===== src/rtl/hazard_pkg.sv =====
// Shared types and helpers for the forwarding / load-use hazard unit.
package hazard_pkg;

    typedef enum logic [0:0] {
        IDLE  = 1'b0,
        STALL = 1'b1
    } hz_state_t;

    function automatic int fsel_width(input int num_fwd);
        return $clog2(num_fwd + 1);
    endfunction

endpackage


===== src/rtl/fwd_select.sv =====
// Operand source select for one EX source: youngest matching producer wins.
module fwd_select #(
    parameter int NUM_FWD  = 2,
    parameter int LOAD_LAT = 1,
    parameter int FSEL_W   = 2
) (
    input  logic [4:0]               rs,
    input  logic [NUM_FWD-1:0][4:0]  stage_rd,
    input  logic [NUM_FWD-1:0]       stage_regwrite,
    input  logic [NUM_FWD-1:0]       stage_is_load,
    output logic [FSEL_W-1:0]        sel,
    output logic                     load_pending
);

    logic hit;

    // Once the youngest match is found, older stages are ignored even if
    // that match turns out to be a load whose data is not ready yet.
    always_comb begin
        sel          = '0;
        load_pending = 1'b0;
        hit          = 1'b0;
        for (int k = 0; k < NUM_FWD; k++) begin
            if (!hit && rs != 5'd0 && stage_regwrite[k] && stage_rd[k] == rs) begin
                hit = 1'b1;
                if (stage_is_load[k] && k < LOAD_LAT)
                    load_pending = 1'b1;
                else
                    sel = FSEL_W'(k + 1);
            end
        end
    end

endmodule


===== src/rtl/forwarding_hazard_unit.sv =====
// Operand forwarding select plus load-use stall sequencer with stall counter.
// state | meaning
// IDLE  | no stall in progress; stall follows the load-use hazard directly
// STALL | holding the pipeline for the remaining load latency cycles
module forwarding_hazard_unit
    import hazard_pkg::*;
#(
    parameter int NUM_SRC  = 2,
    parameter int NUM_FWD  = 2,
    parameter int LOAD_LAT = 1,
    localparam int FSEL_W  = fsel_width(NUM_FWD)
) (
    input  logic                           clk,
    input  logic                           rst,
    input  logic                           id_valid,
    input  logic [NUM_SRC-1:0][4:0]        id_rs,
    input  logic [NUM_SRC-1:0][4:0]        ex_rs,
    input  logic [4:0]                     ex_rd,
    input  logic                           ex_regwrite,
    input  logic                           ex_is_load,
    input  logic [NUM_FWD-1:0][4:0]        stage_rd,
    input  logic [NUM_FWD-1:0]             stage_regwrite,
    input  logic [NUM_FWD-1:0]             stage_is_load,
    input  logic                           flush,
    output logic [NUM_SRC-1:0][FSEL_W-1:0] forward_sel,
    output logic                           stall,
    output logic                           bubble,
    output logic                           fwd_err,
    output logic [31:0]                    stall_cycles
);

    hz_state_t          state;
    logic [2:0]         cnt;
    logic [NUM_SRC-1:0] src_err;
    logic               id_match;
    logic               hazard;

    for (genvar i = 0; i < NUM_SRC; i++) begin : g_src
        fwd_select #(
            .NUM_FWD  (NUM_FWD),
            .LOAD_LAT (LOAD_LAT),
            .FSEL_W   (FSEL_W)
        ) u_fwd_select (
            .rs             (ex_rs[i]),
            .stage_rd       (stage_rd),
            .stage_regwrite (stage_regwrite),
            .stage_is_load  (stage_is_load),
            .sel            (forward_sel[i]),
            .load_pending   (src_err[i])
        );
    end

    assign fwd_err = |src_err;

    always_comb begin
        id_match = 1'b0;
        for (int i = 0; i < NUM_SRC; i++)
            if (id_rs[i] == ex_rd)
                id_match = 1'b1;
    end

    assign hazard = id_valid & ex_is_load & ex_regwrite & (ex_rd != 5'd0) & id_match;

    // The first stall cycle comes straight from the hazard so the load-use
    // pair is caught in the same cycle; STALL covers the remaining cycles.
    assign stall  = !rst && !flush && (state == STALL || hazard);
    assign bubble = stall;

    always_ff @(posedge clk or posedge rst) begin
        if (rst) begin
            state        <= IDLE;
            cnt          <= 3'd0;
            stall_cycles <= 32'd0;
        end else begin
            if (stall && stall_cycles != 32'hFFFF_FFFF)
                stall_cycles <= stall_cycles + 32'd1;

            if (flush) begin
                state <= IDLE;
                cnt   <= 3'd0;
            end else begin
                case (state)
                    IDLE: begin
                        if (hazard && LOAD_LAT > 1) begin
                            state <= STALL;
                            cnt   <= 3'(LOAD_LAT - 1);
                        end
                    end
                    STALL: begin
                        cnt <= cnt - 3'd1;
                        if (cnt == 3'd1)
                            state <= IDLE;
                    end
                    default: begin
                        state <= IDLE;
                        cnt   <= 3'd0;
                    end
                endcase
            end
        end
    end

endmodule


===== config.mk =====
export PLATFORM = sky130hd
export DESIGN_NAME = forwarding_hazard_unit
export DESIGN_NICKNAME = d
export VERILOG_FILES = /design/src/rtl/hazard_pkg.sv /design/src/rtl/fwd_select.sv /design/src/rtl/forwarding_hazard_unit.sv
export SDC_FILE = /design/constraint.sdc
export NUM_CORES = 1
export LEC_CHECK = 0
export BUFFER_PORTS_ARGS = -buffer_cell sky130_fd_sc_hd__buf_2
export CORE_AREA = 2 2 79 62
export DETAILED_ROUTE_END_ITERATION = 12
export DIE_AREA = 0 0 81 64
export GPL_ROUTABILITY_DRIVEN = 0
export GPL_TIMING_DRIVEN = 0
export PLACE_DENSITY = 0.8
export SYNTH_ARGS = -nofsm -noshare
export SYNTH_HDL_FRONTEND = slang
export SYNTH_SLANG_ARGS = --single-unit

===== constraint.sdc =====
create_clock -name clk -period 3.4 [get_ports clk]
set_input_delay 0.34 -clock clk [delete_from_list [all_inputs] [get_ports clk]]
set_output_delay 0.34 -clock clk [all_outputs]
set_load 0.02 [all_outputs]

==> flow_metrics.py, run 1 <==
metrics = {
    "synthesis": {
        "yosys.area_share.simple_pct": 28.3,
        "avgSynthCellArea_um2": 10.1,
        "ys_seq_area_share_pct": 40.0,
        "ys_ff_latch": 36,
        "synth_edf_count": 0,
        "synth_cell_types": 38,
        "synth_fp_nets": 272,
        "synth_cells": 224,
        "synth_mux_area_share_pct": 2.17,
        "yosys_most_used_dff": "dfrtp_1",
        "synth_area_um2": 2250,
        "synth_xor_area_share_pct": 23.3,
        "synthAdderAreaFrac_pct": 1.67,
        "synth_compound_area_share_pct": 1.94,
        "yosysWarnings": 0,
        "async_flop_share_pct": 100,
        "synth_top_family_by_area": "simple AND/OR/NAND/NOR gates",
    },
    "pwr": {
        "internal_power_uw": 660,
        "switchingPower_uw": 205,
        "cellLeakagePower_nw": 1.48,
        "fin_total_pwr_uw": 864,
        "vdd_ir_drop_max_v": 0.000193,
        "switching_share_pct": 23.7,
        "power_density_nw_per_um2": 305,
        "seqPwrFrac_pct": 50.3,
        "p_comb_share_pct": 11.5,
        "clkPwrFrac_pct": 38.2,
    },
    "clocking": {
        "clkTransAtPathRegs_ns": 0.07,
        "htree_levels": 2,
        "cts_tree": "built",
        "cts_resized": 0,
        "cts_root_buf": "clkbuf_8",
        "clock_path_buffers": 2,
        "numClockSinks": 36,
        "post_cts_buffers": 0,
        "clock_latency_ns": 0.29,
        "cts_hold_buf": 0,
        "numCtsBuffers": 5,
    },
    "floorplan": {
        "row_count": 21,
        "die_h_um": 64,
        "die_area_um2": 5180,
        "core_area_um2": 4360,
        "start_util_pct": 51.6,
        "ios": 84,
        "die_x_um": 81,
    },
    "sta": {
        "finalHoldViolations": 0,
        "final-setup-viol-count": 0,
        "holdWs_ns": 0.187,
        "setup_slack_ns": 1.08,
        "max_slew_margin_pct": 49.7,
        "fin_crit_ns": 2.32,
        "skew_ns": 0.00577,
        "setup_tns_ns": 0,
        "finalCritPeriodShare_pct": 68.2,
        "worst-slew-pin-transition_ns": 0.753,
        "rsz0062_at_grt": "false",
        "fmax_mhz": 432,
        "drv_slew": 0,
    },
    "critical_path": {
        "path_buf_inv": 4,
        "max_stage_delay_ns": 0.44,
        "worstSetupPathType": "register to primary output",
        "critPathTopFamily": "buffers and inverters",
        "crit_required_ns": 3.06,
        "critPathLaunchType": "register",
        "worst_path_max_delay_cell": "dfrtp_1",
        "crit_fanout": 10,
        "reg2reg_slack_ns": 1.16,
        "r2r_end": "stall_cycles[24]$_DFFE_PP0P_",
        "critPathCaptureType": "primary output",
        "worstPathArrival_ns": 1.98,
        "rr_worst_depth": 5,
        "path_cells": "a22oi_1 -> clkbuf_1 -> inv_1 -> buf_4 -> buf_2",
        "r2r_start": "stall_cycles[2]$_DFFE_PP0P_",
    },
    "final_layout": {
        "final_common_cell": "buf_2",
        "antenna_cells": 0,
        "nNetsFinal": 361,
        "final_cell_mix": "83 x buf_2, 36 x dfrtp_1, 33 x xor2_1",
        "drive_gt1_share_pct": 34.5,
        "final_area_um2": 2830,
        "area_delta_synth_final_pct": 25.7,
    },
    "detailed_routing": {
        "drt_wl_total_um": 5230,
        "vias_per_cell": 5.38,
        "dr.pass1.iters": 4,
        "wl_per_cell_um": 14.1,
        "drc": 0,
        "antenna_left": 0,
        "vias": 1989,
        "initialDrtViolationCount": 129,
    },
    "place": {
        "post-place-ws_ns": 1.10,
        "hpwl_um": 3990,
        "port-buffer-count": 82,
        "post_dp_cell_area_um2": 2730,
    },
    "worst_hold_path": {
        "worstHoldPathType": "primary input to asynchronous set/reset pin",
    },
    "global_route": {
        "grt_max_degree": 37,
        "grt_use_total_pct": 21.8,
        "overflow": 0,
        "first_global_vias": 1848,
        "grt_antenna_before_repair": 0,
        "grt_pass1_wl_um": 8650,
    },
    "flow_run": {
        "maxCapViolCount": 0,
    },
    "status": {
        "status": "completed",
    },
}
synthesized netlist by cell type, types with 4 or more instances:
cell type / number / area share (%)
dfrtp_1: 36 / 40
xor2_1: 33 / 13
xnor2_1: 27 / 11
nor3_1: 16 / 3.6
nand2_1: 15 / 2.5
nand4_1: 13 / 3.6
nand3_1: 12 / 2.7
nor4_1: 11 / 3.1
nor2_1: 10 / 1.7
inv_1: 4 / 0.67
metrics by stage:
stage               utilization [%]  std cells
floorplan                         -        224
global placement               62.7        363
detailed placement             62.7        363
CTS                            64.9        370
global route                   64.9        370
finish                         64.9        370
state kept, by name (all words and copies together) (netlist names):
name / cells
stall_cycles: 32
cnt: 3
state: 1
layer usage:
layer | up-vias | global-route usage [%] | wire, µm
li1 | 977 | - | -
met2 | 59 | 33.0 | 2370
met3 | 5 | 6.92 | 321
met5 | - | 0 | 0
met4 | 0 | 5.08 | 26
met1 | 948 | 30.6 | 2510
worst max path at each step:
stage | cells past startpoint | end | slack, ns | startpoint
after floorplan | 5 | stall_cycles[30]$_DFFE_PP0P_ | 1.29 | stall_cycles[0]$_DFFE_PP0P_
after global placement | 9 | stall | 1.12 | ex_rd[4]
after detailed placement | 9 | stall | 1.10 | ex_rd[0]
after CTS | 5 | stall | 1.06 | state$_DFF_PP0_
after global routing | 5 | stall | 0.93 | state$_DFF_PP0_
final | 5 | stall | 1.08 | state$_DFF_PP0_
cell families after synthesis:
group	Yosys count
adder cells (fa/ha/maj)	3
multiplexers	4
AND/OR/NAND/NOR	104
XOR/XNOR	60
buffers and inverters	10
flip-flops	36
AO/OA/AOI/OAI	7
power groups by stage:
stage,registers (mW),clock network [mW],logic [mW]
2_1_floorplan,0.446,0,0.0481
3_3_place_gp,0.443,0,0.0971
3_5_place_dp,0.443,0,0.100
4_1_cts,0.435,0.336,0.100
5_1_grt,0.435,0.358,0.111
6_report,0.435,0.330,0.0992
cell type report:
type | instances | area, µm²
flip-flops and latches | 36 | 901
clock buffers | 7 | 96.3
well taps | 57 | 71.3
multi-input cells | 178 | 1290
inverters | 4 | 15.0
plain buffers | 6 | 42.5
fillers | 368 | 1530
repair buffers | 82 | 410
(Power assumes the default switching activity.)
==> run 2, diff against run 1 <==
- CORE_AREA: 2 2 79 62 -> 2 2 85 67
- DIE_AREA: 0 0 81 64 -> 0 0 87 69
- PLACE_DENSITY: 0.8 -> 0.72
- clock period: 3.4 -> 2 ns (I/O delays scaled with it)
==> flow_metrics.py, run 2 (synthesized netlist as in run 1, its figures left out) <==
metrics = {
    "final_layout": {
        "final_common_cell": "buf_2",
        "seqCellArea_um2": 913,
        "area_delta_synth_final_pct": 40.1,
        "final.fill_count": 447,
        "drive_gt1_share_pct": 45.9,
        "final_area_um2": 3150,
        "antenna_cells": 0,
        "largest_register": "stall_cycles",
        "largest_reg_flops": 32,
        "final_cell_mix": "83 x buf_2, 33 x xor2_1, 27 x xnor2_1",
        "reg_top3": "stall_cycles x32, cnt x3, state x1",
        "stdcell_count": 395,
        "multi_input_area_um2": 1430,
        "nNetsFinal": 380,
    },
    "pwr": {
        "internal_power_mw": 1.11,
        "p_comb_share_pct": 12.8,
        "switching_share_pct": 24.6,
        "switchingPower_uw": 362,
        "cellLeakagePower_nw": 1.58,
        "vdd_ir_drop_max_v": 0.000329,
        "seqPwrFrac_pct": 50.2,
        "clkPwrFrac_pct": 36.9,
        "power_density_nw_per_um2": 466,
    },
    "detailed_routing": {
        "wl_per_cell_um": 15.3,
        "initialDrtViolationCount": 101,
        "vias": 2107,
        "drc": 0,
        "antenna_left": 0,
        "drt_wl_total_um": 6030,
        "vias_per_cell": 5.33,
        "dr.pass1.iters": 4,
    },
    "critical_path": {
        "critPathLaunch": "stall_cycles[12]$_DFFE_PP0P_",
        "worstPathArrival_ns": 2.23,
        "r2r_end": "stall_cycles[14]$_DFFE_PP0P_",
        "critPathCaptureType": "register",
        "critPathLaunchType": "register",
        "crit_fanout": 10,
        "worstSetupPathType": "register to register",
        "r2r_start": "stall_cycles[12]$_DFFE_PP0P_",
        "crit_required_ns": 2.16,
        "reg2reg_slack_ns": -0.06,
        "rr_worst_depth": 7,
    },
    "sta": {
        "max_slew_margin_pct": 43.3,
        "final-setup-viol-count": 23,
        "skew_ns": 0.00655,
        "fmax_mhz": 485,
        "setup_slack_ns": -0.0618,
        "drv_slew": 0,
        "holdWs_ns": 0.0499,
        "worst-slew-pin-transition_ns": 0.851,
        "finalCritPeriodShare_pct": 103,
        "fin_crit_ns": 2.06,
        "finalHoldViolations": 0,
        "rsz0062_at_grt": "true",
    },
    "floorplan": {
        "row_count": 23,
        "die_x_um": 87,
        "die_h_um": 69,
        "start_util_pct": 43.7,
        "die_area_um2": 6000,
        "ios": 84,
        "core_area_um2": 5150,
    },
    "clocking": {
        "htree_levels": 2,
        "cts_root_buf": "clkbuf_8",
        "clock_latency_ns": 0.29,
        "numClockSinks": 36,
        "clkTransAtPathRegs_ns": 0.07,
        "cts_tree": "built",
        "numCtsBuffers": 5,
        "clock_path_buffers": 2,
    },
    "global_route": {
        "grt_max_degree": 21,
        "grt_antenna_before_repair": 0,
        "overflow": 0,
        "grt_use_total_pct": 20.1,
        "first_global_vias": 2041,
        "grt_pass1_wl_um": 9720,
    },
    "status": {
        "status": "complete, but fails checks",
        "failed_checks": "negative setup slack",
    },
    "place": {
        "post_dp_cell_area_um2": 2820,
        "hpwl_um": 4280,
        "port-buffer-count": 82,
        "dp_cells": 369,
    },
    "worst_hold_path": {
        "worstHoldPathType": "primary input to asynchronous set/reset pin",
    },
    "flow_run": {
        "maxCapViolCount": 0,
    },
}
==> run 2: changes by cell type in the layout (fill, tap and decap cells not counted), moves of 2 or more <==
cell,change
and3_1,-2
and3_4,+2
buf_4,+18
buf_8,+2
dfrtp_1,-10
dfrtp_2,+10
nand3_1,-2
nand3_4,+2
nor3_1,-4
nor3_2,+3
nor4_1,-4
nor4_2,+2
nor4_4,+2
==> run 2: worst max-delay path: stages, from the launching register on <==
cell and delay [ns]:
dfrtp_2 0.37, and4_4 0.24, nand3_2 0.09, or4_4 0.63
nor2_8 0.19, buf_8 0.17, nor3_1 0.07, xor2_1 0.18
==> run 2: final cells by class <==
type	instances	share of cell area (%)
Buffer	6	1.71
Clock buffer	8	2.86
Inverter	4	0.476
Multi-Input combinational cell	178	45.3
Sequential cell	36	29.0
Tap cell	62	2.46
Timing Repair Buffer	101	18.3
==> run 2: timing repair <==
item,in CTS,in global routing
gates resized for setup,18,5
endpoints found under the setup margin,27,29
gates cloned,1,0
hold buffers,0,0
pin swaps,8,3
buffers inserted,14,3
==> run 2: power by group through the flow <==
| stage | Sequential, mW | Combinational (mW) | Clock [mW] |
|---|---|---|---|
| finish | 0.738 | 0.188 | 0.543 |
| CTS | 0.738 | 0.190 | 0.548 |
| detailed placement | 0.754 | 0.179 | 0 |
| floorplan | 0.759 | 0.0818 | 0 |
| global route | 0.738 | 0.208 | 0.587 |
| global placement | 0.754 | 0.167 | 0 |
==> run 2: per-stage QoR <==
step	util, %	power (mW)	setup TNS, ns	worst slack [ns]
global placement	54.1	0.921	-2.11	-0.111
global route	61.2	1.53	-2.37	-0.128
CTS	60.4	1.48	-0.336	-0.0484
detailed placement	54.7	0.933	-2.20	-0.127
finish	61.2	1.47	-0.555	-0.0618
floorplan	-	0.841	-0.259	-0.0189
==> run 2: worst max-delay path by stage <==
stage / to
3_5_place_dp: stall_cycles[8]$_DFFE_PP0P_
4_1_cts: stall_cycles[14]$_DFFE_PP0P_
5_1_grt: stall_cycles[13]$_DFFE_PP0P_
3_3_place_gp: stall_cycles[11]$_DFFE_PP0P_
2_1_floorplan: stall_cycles[30]$_DFFE_PP0P_
6_report: stall_cycles[14]$_DFFE_PP0P_
==> run 2: layer usage <==
metal	vias to the layer above	global-route usage [%]	wire [µm]	share of wire (%)
met5	-	0	0	0
met4	0	4.69	80	1.3
met2	68	32.1	2980	49
met1	1017	27.8	2700	45
met3	8	4.19	270	4.5
li1	1014	-	-	-
==> run 3, diff against run 2 <==
- TNS_END_PERCENT: not set -> 50
- clock period: 2 -> 1.7 ns (I/O delays scaled with it)
==> flow_metrics.py, run 3 (synthesized netlist as in run 1, its figures left out) <==
metrics = {
    "status": {
        "status": "complete, but fails checks",
        "failed_checks": "negative setup slack",
    },
    "pwr": {
        "cellLeakagePower_nw": 1.65,
        "switching_share_pct": 23.6,
        "switchingPower_uw": 414,
        "p_comb_share_pct": 12.3,
        "fin_total_pwr_mw": 1.75,
        "vdd_ir_drop_max_v": 0.000298,
        "power_density_nw_per_um2": 529,
        "internal_power_mw": 1.34,
        "seqPwrFrac_pct": 49.5,
        "clkPwrFrac_pct": 38.2,
    },
    "final_layout": {
        "area_delta_synth_final_pct": 47.0,
        "final_util_pct": 64.3,
        "nNetsFinal": 389,
        "largest_register": "stall_cycles",
        "final_common_cell": "buf_2",
        "final_cell_mix": "82 x buf_2, 33 x xor2_1, 27 x xnor2_1",
        "antenna_cells": 0,
        "stdcell_count": 404,
        "largest_reg_flops": 32,
        "drive_gt1_share_pct": 51.8,
        "reg_top3": "stall_cycles x32, cnt x3, state x1",
    },
    "floorplan": {
        "die_h_um": 69,
        "core_area_um2": 5150,
        "start_util_pct": 43.7,
        "die_area_um2": 6000,
        "ios": 84,
        "row_count": 23,
        "die_x_um": 87,
    },
    "worst_hold_path": {
        "worstHoldPathType": "primary input to asynchronous set/reset pin",
    },
    "clocking": {
        "cts_root_buf": "clkbuf_8",
        "clkTransAtPathRegs_ns": 0.07,
        "cts_hold_buf": 0,
        "htree_levels": 2,
        "clock_latency_ns": 0.29,
        "numCtsBuffers": 5,
        "cts_tree": "built",
        "numClockSinks": 36,
        "clock_path_buffers": 2,
    },
    "critical_path": {
        "cpMostUsedCell": "buf_6",
        "critPathCaptureType": "register",
        "crit_required_ns": 1.87,
        "max_stage_delay_ns": 0.62,
        "worstPathArrival_ns": 2.24,
        "r2r_start": "stall_cycles[11]$_DFFE_PP0P_",
        "critPathLaunchType": "register",
        "reg2reg_slack_ns": -0.37,
        "path_cells": "and4_4 -> nand3_2 -> or4_4 -> nor2_8 -> buf_6 -> buf_6 -> nor3_2 -> xor2_1",
        "crit_path_end": "stall_cycles[16]$_DFFE_PP0P_",
        "critPathTopFamily": "simple AND/OR/NAND/NOR gates",
        "critPathLaunch": "stall_cycles[11]$_DFFE_PP0P_",
        "worst_path_max_delay_cell": "or4_4",
        "worstSetupPathType": "register to register",
        "crit_fanout": 5,
        "r2r_end": "stall_cycles[16]$_DFFE_PP0P_",
        "path_buf_inv": 2,
        "rr_worst_depth": 8,
        "path_depth": 8,
    },
    "sta": {
        "skew_ns": 0.00542,
        "setup_slack_ns": -0.369,
        "fmax_mhz": 483,
        "finalCritPeriodShare_pct": 122,
        "worst-slew-pin-transition_ns": 0.929,
        "final-setup-viol-count": 32,
        "finalHoldViolations": 0,
        "max_slew_margin_pct": 38.0,
        "fin_crit_ns": 2.07,
        "rsz0062_at_grt": "true",
        "drv_slew": 0,
    },
    "global_route": {
        "grt_pass1_wl_um": 10000,
        "overflow": 0,
        "grt_max_degree": 24,
        "first_global_vias": 2088,
        "grt_antenna_before_repair": 0,
        "grt_use_total_pct": 20.8,
    },
    "flow_run": {
        "maxCapViolCount": 0,
    },
    "place": {
        "post-place-ws_ns": -0.467,
        "port-buffer-count": 82,
        "hpwl_um": 4080,
        "dp_cells": 369,
    },
    "detailed_routing": {
        "dr.pass1.iters": 4,
        "initialDrtViolationCount": 63,
        "wl_per_cell_um": 14.8,
        "vias": 2132,
        "drt_wl_total_um": 5980,
        "vias_per_cell": 5.28,
        "antenna_left": 0,
        "drc": 0,
    },
}
-- run 3: cell count changes in the layout (fill, tap and decap cells not counted), sizes merged --
cell / before / now
buf: 106 / 115
-- run 3: through the flow --
stage,area [µm²],hold WS [ns],TNS [ns]
finish,3310,0.0984,-9.96
global route,3310,0.104,-12.43
CTS,3230,0.100,-9.34
detailed placement,2810,0.399,-13.13
global placement,2800,0.396,-11.80
floorplan,2310,0.236,-8.68
-- run 3: power by group through the flow --
stage | logic, mW | registers, mW | clock network, mW
after detailed placement | 0.205 | 0.888 | 0
final | 0.216 | 0.866 | 0.670
after CTS | 0.218 | 0.866 | 0.688
after global placement | 0.195 | 0.888 | 0
after floorplan | 0.0963 | 0.893 | 0
after global routing | 0.239 | 0.866 | 0.721
-- run 3: per-layer routing --
layer	vias to the layer above	share of wire [%]	GRT usage [%]
met4	0	1.0	5.38
met3	8	6.3	4.67
met1	1021	45	27.9
met2	73	47	33.8
met5	-	0	0
li1	1030	-	-
-- run 3: final cells by class --
class / count / area [µm²]
sequential: 36 / 915
inverter: 4 / 17.5
buffer: 6 / 61.3
tap: 62 / 77.6
clock buffer: 8 / 100
timing repair buffer: 110 / 661
multi-input combinational: 178 / 1480
fill: 418 / 1840
-- run 3: worst min path at each step --
stage / from / to / depth (start not counted)
final: rst / stall_cycles[12]$_DFFE_PP0P_ / 2
after global routing: flush / cnt[2]$_DFFE_PP0P_ / 2
after CTS: flush / cnt[2]$_DFFE_PP0P_ / 2
after detailed placement: flush / cnt[0]$_DFFE_PP0P_ / 2
after global placement: flush / cnt[0]$_DFFE_PP0P_ / 2
after floorplan: flush / cnt[0]$_DFFE_PP0P_ / 1
-- run 3: worst reg2reg max path: cells and delay by family (launching register included) --
family	cells	cell delay [ns]
flops	1	0.37
xor+xnor	1	0.19
simple gates	5	1.15
buf+inv	2	0.24
-- run 3: what timing repair did --
item	in CTS	in global routing
gates resized for setup	32	16
pin swaps	8	12
buffers inserted	21	5
gates cloned	2	0
setup endpoints to repair	35	36
hold endpoints to repair	0	0
